[src/rtl/univ_reg_pkg.sv]
// ---------------------------------------------------------------------------
// univ_reg_pkg
//
// Shared definitions for the universal register and its testbench.
//
// Contents:
//   mode_w        width of the MODE select field
//   mode_e        named operation codes driven on MODE
//   jk_e          per-bit JK control pair {J,K} decoded by univ_reg_jkbit
//   mode_name()   printable mnemonic for a mode code (useful in benches and
//                 waveform viewers)
// ---------------------------------------------------------------------------
package univ_reg_pkg;

  localparam int unsigned MODE_W = 3;

  // Operation select. Every 3-bit code is assigned, so a case on this type
  // is full without a default arm.
  typedef enum logic [MODE_W-1:0] {
    MODE_HOLD = 3'b000,  // keep Q, clear CO
    MODE_LOAD = 3'b001,  // Q <= D
    MODE_JK   = 3'b010,  // per-bit JK flip-flop behaviour
    MODE_SHL  = 3'b011,  // shift toward MSB, SI enters at bit 0
    MODE_SHR  = 3'b100,  // shift toward LSB, SI enters at MSB
    MODE_INC  = 3'b101,  // count up, CO flags wrap to zero
    MODE_DEC  = 3'b110,  // count down, CO flags borrow from zero
    MODE_CLR  = 3'b111   // Q <= 0
  } mode_e;

  // JK control pair as seen by one bit cell: {J[i], K[i]}.
  typedef enum logic [1:0] {
    JK_HOLD   = 2'b00,
    JK_CLEAR  = 2'b01,
    JK_SET    = 2'b10,
    JK_TOGGLE = 2'b11
  } jk_e;

  function automatic string mode_name(input mode_e m);
    case (m)
      MODE_HOLD: return "HOLD";
      MODE_LOAD: return "LOAD";
      MODE_JK:   return "JK";
      MODE_SHL:  return "SHL";
      MODE_SHR:  return "SHR";
      MODE_INC:  return "INC";
      MODE_DEC:  return "DEC";
      MODE_CLR:  return "CLR";
      default:   return "???";
    endcase
  endfunction

endpackage : univ_reg_pkg

[src/rtl/univ_reg_if.sv]
// ---------------------------------------------------------------------------
// univ_reg_if
//
// Control/data bundle between a user of the universal register and the
// register itself. Clock and reset are not part of the bundle; they are
// plain ports on the register.
//
// Signals:
//   CE     clock enable, 0 = all state held
//   MODE   operation select (mode_e)
//   D      parallel load data            [WIDTH]
//   J, K   per-bit JK controls           [WIDTH each]
//   SI     serial input for shift modes
//   Q      register value                [WIDTH]
//   Qdash  bitwise complement of Q       [WIDTH]
//   CO     registered carry/borrow/shift-out flag
//   Z      combinational, high when Q == 0
//
// Modports:
//   master  drives CE/MODE/D/J/K/SI, observes Q/Qdash/CO/Z
//   slave   the register side (univ_reg)
// ---------------------------------------------------------------------------
interface univ_reg_if #(
  parameter int unsigned WIDTH = 8
);
  import univ_reg_pkg::*;

  logic             CE;
  mode_e            MODE;
  logic [WIDTH-1:0] D;
  logic [WIDTH-1:0] J;
  logic [WIDTH-1:0] K;
  logic             SI;
  logic [WIDTH-1:0] Q;
  logic [WIDTH-1:0] Qdash;
  logic             CO;
  logic             Z;

  modport master (
    output CE, MODE, D, J, K, SI,
    input  Q, Qdash, CO, Z
  );

  modport slave (
    input  CE, MODE, D, J, K, SI,
    output Q, Qdash, CO, Z
  );

endinterface : univ_reg_if

[src/rtl/univ_reg_jkbit.sv]
// ---------------------------------------------------------------------------
// univ_reg_jkbit
//
// One-bit JK next-state cell. Purely combinational: given the present bit
// value and its J/K controls it produces the value the bit would take in JK
// mode. The state itself lives in univ_reg.
//
// Ports:
//   q       present bit value
//   j, k    JK controls for this bit
//   q_next  next bit value: 00 hold, 01 clear, 10 set, 11 toggle
// ---------------------------------------------------------------------------
module univ_reg_jkbit
  import univ_reg_pkg::*;
(
  input  logic q,
  input  logic j,
  input  logic k,
  output logic q_next
);

  jk_e jk;

  assign jk = jk_e'({j, k});

  always_comb begin
    case (jk)
      JK_HOLD:   q_next = q;
      JK_CLEAR:  q_next = 1'b0;
      JK_SET:    q_next = 1'b1;
      JK_TOGGLE: q_next = ~q;
      default:   q_next = q;
    endcase
  end

endmodule : univ_reg_jkbit

[src/rtl/univ_reg.sv]
// ---------------------------------------------------------------------------
// univ_reg
//
// Universal WIDTH-bit register: hold, parallel load, per-bit JK, shift
// left/right with serial input, increment, decrement and clear, selected by
// MODE and qualified by CE. One state register plus one CO flip-flop carry
// all state; Qdash and Z are derived from the state register.
//
// Parameters:
//   WIDTH        register width in bits, 2..32
//   RESET_VALUE  value loaded into Q by reset
//
// Ports:
//   CLK   single clock, all state updates on its rising edge
//   RST   synchronous, active-high reset; forces Q=RESET_VALUE, CO=0 and
//         overrides CE and MODE
//   bus   univ_reg_if.slave: CE, MODE, D, J, K, SI in; Q, Qdash, CO, Z out
//
// CO meaning by mode:
//   SHL  old Q[WIDTH-1]     SHR  old Q[0]
//   INC  old Q was all-ones DEC  old Q was zero
//   all other modes clear it
// ---------------------------------------------------------------------------
module univ_reg
  import univ_reg_pkg::*;
#(
  parameter int unsigned      WIDTH       = 8,
  parameter logic [WIDTH-1:0] RESET_VALUE = '0
) (
  input  logic     CLK,
  input  logic     RST,
  univ_reg_if.slave bus
);

  // -------------------------------------------------------------------------
  // State
  // -------------------------------------------------------------------------
  logic [WIDTH-1:0] q_r;
  logic             co_r;

  // Candidate next state for the selected mode; only committed when CE=1.
  logic [WIDTH-1:0] q_next;
  logic             co_next;

  // Per-bit JK next values from the bit cells.
  logic [WIDTH-1:0] jk_next;

  // INC/DEC results with the carry/borrow in the extra MSB.
  logic [WIDTH:0]   inc_sum;
  logic [WIDTH:0]   dec_diff;

  // -------------------------------------------------------------------------
  // JK cells, one per bit
  // -------------------------------------------------------------------------
  for (genvar i = 0; i < WIDTH; i++) begin : g_jk
    univ_reg_jkbit u_jkbit (
      .q      (q_r[i]),
      .j      (bus.J[i]),
      .k      (bus.K[i]),
      .q_next (jk_next[i])
    );
  end

  // -------------------------------------------------------------------------
  // Arithmetic
  // -------------------------------------------------------------------------
  // Widening by one bit makes the wrap flag fall out of the adder: INC from
  // all-ones sets bit WIDTH, and DEC from zero borrows into bit WIDTH.
  assign inc_sum  = {1'b0, q_r} + {{WIDTH{1'b0}}, 1'b1};
  assign dec_diff = {1'b0, q_r} - {{WIDTH{1'b0}}, 1'b1};

  // -------------------------------------------------------------------------
  // Next-state selection
  // -------------------------------------------------------------------------
  always_comb begin
    // NOTE: defaults first so every path assigns both outputs; without them
    // a missed arm would infer a latch instead of combinational logic.
    q_next  = q_r;
    co_next = 1'b0;

    case (bus.MODE)
      MODE_HOLD: begin
        q_next  = q_r;
        co_next = 1'b0;
      end
      MODE_LOAD: begin
        q_next  = bus.D;
        co_next = 1'b0;
      end
      MODE_JK: begin
        q_next  = jk_next;
        co_next = 1'b0;
      end
      MODE_SHL: begin
        q_next  = {q_r[WIDTH-2:0], bus.SI};
        co_next = q_r[WIDTH-1];
      end
      MODE_SHR: begin
        q_next  = {bus.SI, q_r[WIDTH-1:1]};
        co_next = q_r[0];
      end
      MODE_INC: begin
        q_next  = inc_sum[WIDTH-1:0];
        co_next = inc_sum[WIDTH];
      end
      MODE_DEC: begin
        q_next  = dec_diff[WIDTH-1:0];
        co_next = dec_diff[WIDTH];
      end
      MODE_CLR: begin
        q_next  = '0;
        co_next = 1'b0;
      end
      default: begin
        q_next  = q_r;
        co_next = 1'b0;
      end
    endcase
  end

  // -------------------------------------------------------------------------
  // State register
  // -------------------------------------------------------------------------
  // Reset is checked before CE so that an asserted RST discards whatever the
  // selected mode would have done on that edge.
  always_ff @(posedge CLK) begin
    // NOTE: non-blocking assignments so every flop samples pre-edge values,
    // independent of statement order or other always_ff blocks.
    if (RST) begin
      q_r  <= RESET_VALUE;
      co_r <= 1'b0;
    end else if (bus.CE) begin
      q_r  <= q_next;
      co_r <= co_next;
    end
  end

  // -------------------------------------------------------------------------
  // Outputs
  // -------------------------------------------------------------------------
  assign bus.Q     = q_r;
  assign bus.Qdash = ~q_r;
  assign bus.CO    = co_r;
  assign bus.Z     = (q_r == '0);

endmodule : univ_reg
[src/flat_wrapper.sv]
// flat-port wrapper written by rule: the top's interface ports become plain ports
module univ_reg_flat import univ_reg_pkg::*;
#(
  parameter int unsigned      WIDTH       = 8,
  parameter logic [WIDTH-1:0] RESET_VALUE = '0
)
  (CLK, RST, bus_CE, bus_MODE, bus_D, bus_J, bus_K, bus_SI, bus_Q, bus_Qdash, bus_CO, bus_Z);
  univ_reg_if #(.WIDTH(WIDTH)) bus_i ();
  input  logic CLK;
  input  logic RST;
  input wire logic [$bits(bus_i.CE)-1:0] bus_CE;
  input wire logic [$bits(bus_i.MODE)-1:0] bus_MODE;
  input wire logic [$bits(bus_i.D)-1:0] bus_D;
  input wire logic [$bits(bus_i.J)-1:0] bus_J;
  input wire logic [$bits(bus_i.K)-1:0] bus_K;
  input wire logic [$bits(bus_i.SI)-1:0] bus_SI;
  output wire logic [$bits(bus_i.Q)-1:0] bus_Q;
  output wire logic [$bits(bus_i.Qdash)-1:0] bus_Qdash;
  output wire logic [$bits(bus_i.CO)-1:0] bus_CO;
  output wire logic [$bits(bus_i.Z)-1:0] bus_Z;
  assign bus_i.CE = bus_CE;
  assign bus_i.MODE = bus_MODE;
  assign bus_i.D = bus_D;
  assign bus_i.J = bus_J;
  assign bus_i.K = bus_K;
  assign bus_i.SI = bus_SI;
  assign bus_Q = bus_i.Q;
  assign bus_Qdash = bus_i.Qdash;
  assign bus_CO = bus_i.CO;
  assign bus_Z = bus_i.Z;
  univ_reg #(.WIDTH(WIDTH), .RESET_VALUE(RESET_VALUE)) u_core (.CLK(CLK), .RST(RST), .bus(bus_i));
endmodule
[config.mk]
export PLATFORM = sky130hd
export DESIGN_NAME = univ_reg_flat
export DESIGN_NICKNAME = d
export VERILOG_FILES = /design/src/rtl/univ_reg_pkg.sv /design/src/rtl/univ_reg_if.sv /design/src/rtl/univ_reg_jkbit.sv /design/src/rtl/univ_reg.sv /design/src/flat_wrapper.sv
export SDC_FILE = /design/constraint.sdc
export NUM_CORES = 1
export LEC_CHECK = 0
export CELL_PAD_IN_SITES_DETAIL_PLACEMENT = 0
export CELL_PAD_IN_SITES_GLOBAL_PLACEMENT = 1
export CORE_MARGIN = 3
export CORE_UTILIZATION = 45
export DETAILED_ROUTE_END_ITERATION = 8
export DONT_BUFFER_PORTS = 1
export MAX_ROUTING_LAYER = met4
export PLACE_DENSITY = 0.92
export SYNTH_ARGS = -nofsm -noshare
export SYNTH_HDL_FRONTEND = slang
export SYNTH_SLANG_ARGS = --single-unit
[constraint.sdc]
create_clock -name CLK -period 6.26 [get_ports CLK]
set_input_delay 1.252 -clock CLK [delete_from_list [all_inputs] [get_ports CLK]]
set_output_delay 1.252 -clock CLK [all_outputs]
set_load 0.05 [all_outputs]
==> metrics <==
CTS tree=yes; Worst path depth=6; first-pass GRT wire length=6900 um; DRT antenna net count=0; crit path cell chain=inv_1, ha_1, or3b_4, or2_1, nor3_1, buf_4; Remaining DRCs=0; final worst path period share=63.7%; clk_lat worst skew=0.28 ns; status=finished clean; Synth Instances=195; Period minus WS final=3.99 ns; fillers=307; worst vdd ir=0.103 mV; CTS Hold Bufs=0; WL final=4300 um; nets=206; Die H=61.1 um; root buf cell=clkbuf_4; Reg2Reg Depth=6; CP Max Fanout=13; core area=2830 sq um; syn_nets=228; GR Layer Usage met2=36.1%; Die Wd=61.1 um; Die ar.=3730 sq um; crit path DAT=2.74 ns; antenna violations before repair=0; combinational share of power=37.4%; CP max stage delay=0.61 ns; total number of vias=1450; Initial Util=48.3%; Slew Viols, Final=0; CP startpoint kind=flip-flop; Setup Skew=0.00458 ns; H-tree levels=1; met1 usage=37.9%; pre-CTS setup slack=2.58 ns; CTS Buffer Depth=2; EDFF count, synth=0; hold depth=2; fin area=1300 sq um; post-synth top area share=13.2%; cell taking the most area after synthesis=dfxtp_1; f_max=0.251 GHz; Synth Register Bits=9; clock share of power=22.8%; # diodes=0; Worst path top cell family by delay=simple AND/OR/NAND/NOR gates; grt ovf=0; mean routed wirelength per cell=21.2 um; most common cell after layout, fill and taps aside=nand2_1; Final HPWL DP=2990 um; HP Class=reg -> reg; number of port buffers=0; most frequent cells in the layout=nand2_1, inv_1, nor3_1, o21a_1; Post-Syn Area=1370 sq um; Switch Pwr=0.111 mW; clk sinks=9; Cell Rows=19; Top Usage Layer GRT=met1; Primary FF master, synth=dfxtp_1; Post-CTS Setup Repair Bufs=0; final setup margin=2.27 ns; Yosys cell types=55; TritonCTS buffer count=3; Power Dens Cells=179 nW/um^2; sequential fraction of the synthesis area=13.2%; yosys warns=0; share of cells above drive strength 1=7.56%; WS Path Type=reg -> out; Hold Vio Cnt, Final=0; Area Growth Syn to Fin=-5.04%; total track usage=25.4%; Leakage=0.410 nW; slowest cell on the critical path=dfxtp_1; drt initial violations=100; sequential power share=39.8%; worst endpoint required time=5.01 ns; worst slew pin tran=0.931 ns; RSZ-0062 raised after global routing=false; setup_tns=0 ns; fraction of registers with async set/reset=0%; Critical Path End Type=primary output; post-synthesis area per instance=7.00 sq um; vias per cell=7.14; post-CTS sizing=0; WP buf/inv=2; largest net degree at the start of global routing=40; Initial DRT Pass Iterations=4; Ports=49; GPL Wtd Cong=0.928; P_int=0.121 mW; met3 Use GR=3.14%; Area contributors post-synth=dfxtp_1, o21a_1, nand2_1, a32o_1, buf_4; Rel. slew slack=37.9%; DP Area=1270 sq um; Max Cap Viol=0; clock slew at reported path FFs=0.08 ns; post-layout util=45.8%; final setup vio count=0; switch share=47.8%; vias in the first global route=1384
synth_stat cells (2+ instances only):
library cell and instances:
nand3b_1 3, o211ai_1 4, dfxtp_1 9, buf_4 8, a21oi_1 8, o221ai_1 2, nor3_1 10, nor2b_1 4
o21a_1 10, inv_1 11, o21ai_0 9, a32o_1 6, nor2_1 2, nand3_1 7, a31oi_1 3, o41ai_1 2
o21ai_1 6, inv_2 2, or2_1 3, or4_1 2, o211a_1 3, a211oi_1 4, nand2_1 18, buf_2 5
buf_1 2, and2_1 2, or3_1 2, a221oi_1 4, clkbuf_1 13, ha_1 2, nor4_1 3, mux2_2 2
and3b_1 2
tightest hold or removal path, delay by kind of cell, from the launching register on:
| kind | cells | cell delay [ns] |
|---|---|---|
| flops | 1 | 0.48 |
| compound gates | 2 | 0.32 |
worst paths after layout:
| path | start | to | slack, ns |
|---|---|---|---|
| worst max-delay path | u_core.bus.Q[1] | bus_Z | 2.27 |
| worst min-delay path | u_core.bus.CO | u_core.bus.CO | 0.85 |
| worst max register to register | u_core.bus.Q[1] | u_core.bus.Q[2] | 3.36 |
| worst min register to register | u_core.bus.CO | u_core.bus.CO | 0.85 |
registers in the layout, indices dropped and copies added, names as in the netlist:
| signal | flops |
|---|---|
| u_core.bus.CO | 1 |
| u_core.bus.Q | 8 |
per-stage QoR:
step                      total power [mW]  cells  hold WS, ns
final                                0.232    203        0.851
after global routing                 0.243    203        0.882
after CTS                            0.230    203        0.867
after detailed placement             0.179    199        0.856
after global placement               0.177    199        0.836
after floorplan                      0.177    195        0.675
metal layers:
layer	vias to the layer above	share of wire [%]
li1	688	-
met1	691	44
met2	69	46
met3	2	9.3
met4	0	0.60
met5	-	0
logic make-up after synthesis:
family	synth area share [%]
buffers and inverters	13.9
AO/OA/AOI/OAI	40.1
AND/OR/NAND/NOR	26.0
multiplexers	4.86
flip-flops	13.2
adder cells (fa/ha/maj)	1.83
power by group through the flow:
stage                     Combinational, mW  Clock (mW)  Sequential (mW)
final                                0.0866      0.0528           0.0923
after global routing                 0.0950      0.0538           0.0941
after CTS                            0.0865      0.0517           0.0918
after detailed placement             0.0862           0           0.0931
after global placement               0.0849           0           0.0925
after floorplan                       0.110           0           0.0674
layout make-up:
class / instances / area [sq um] / area share [%]
timing repair buffer: 1 / 7.51 / 0.579
clock buffer: 4 / 26.3 / 2.03
inverter: 13 / 48.8 / 3.76
multi-input combinational: 145 / 995 / 76.7
sequential: 9 / 180 / 13.9
tap: 31 / 38.8 / 2.99
Note: power is estimated with default switching activity, not from simulation.
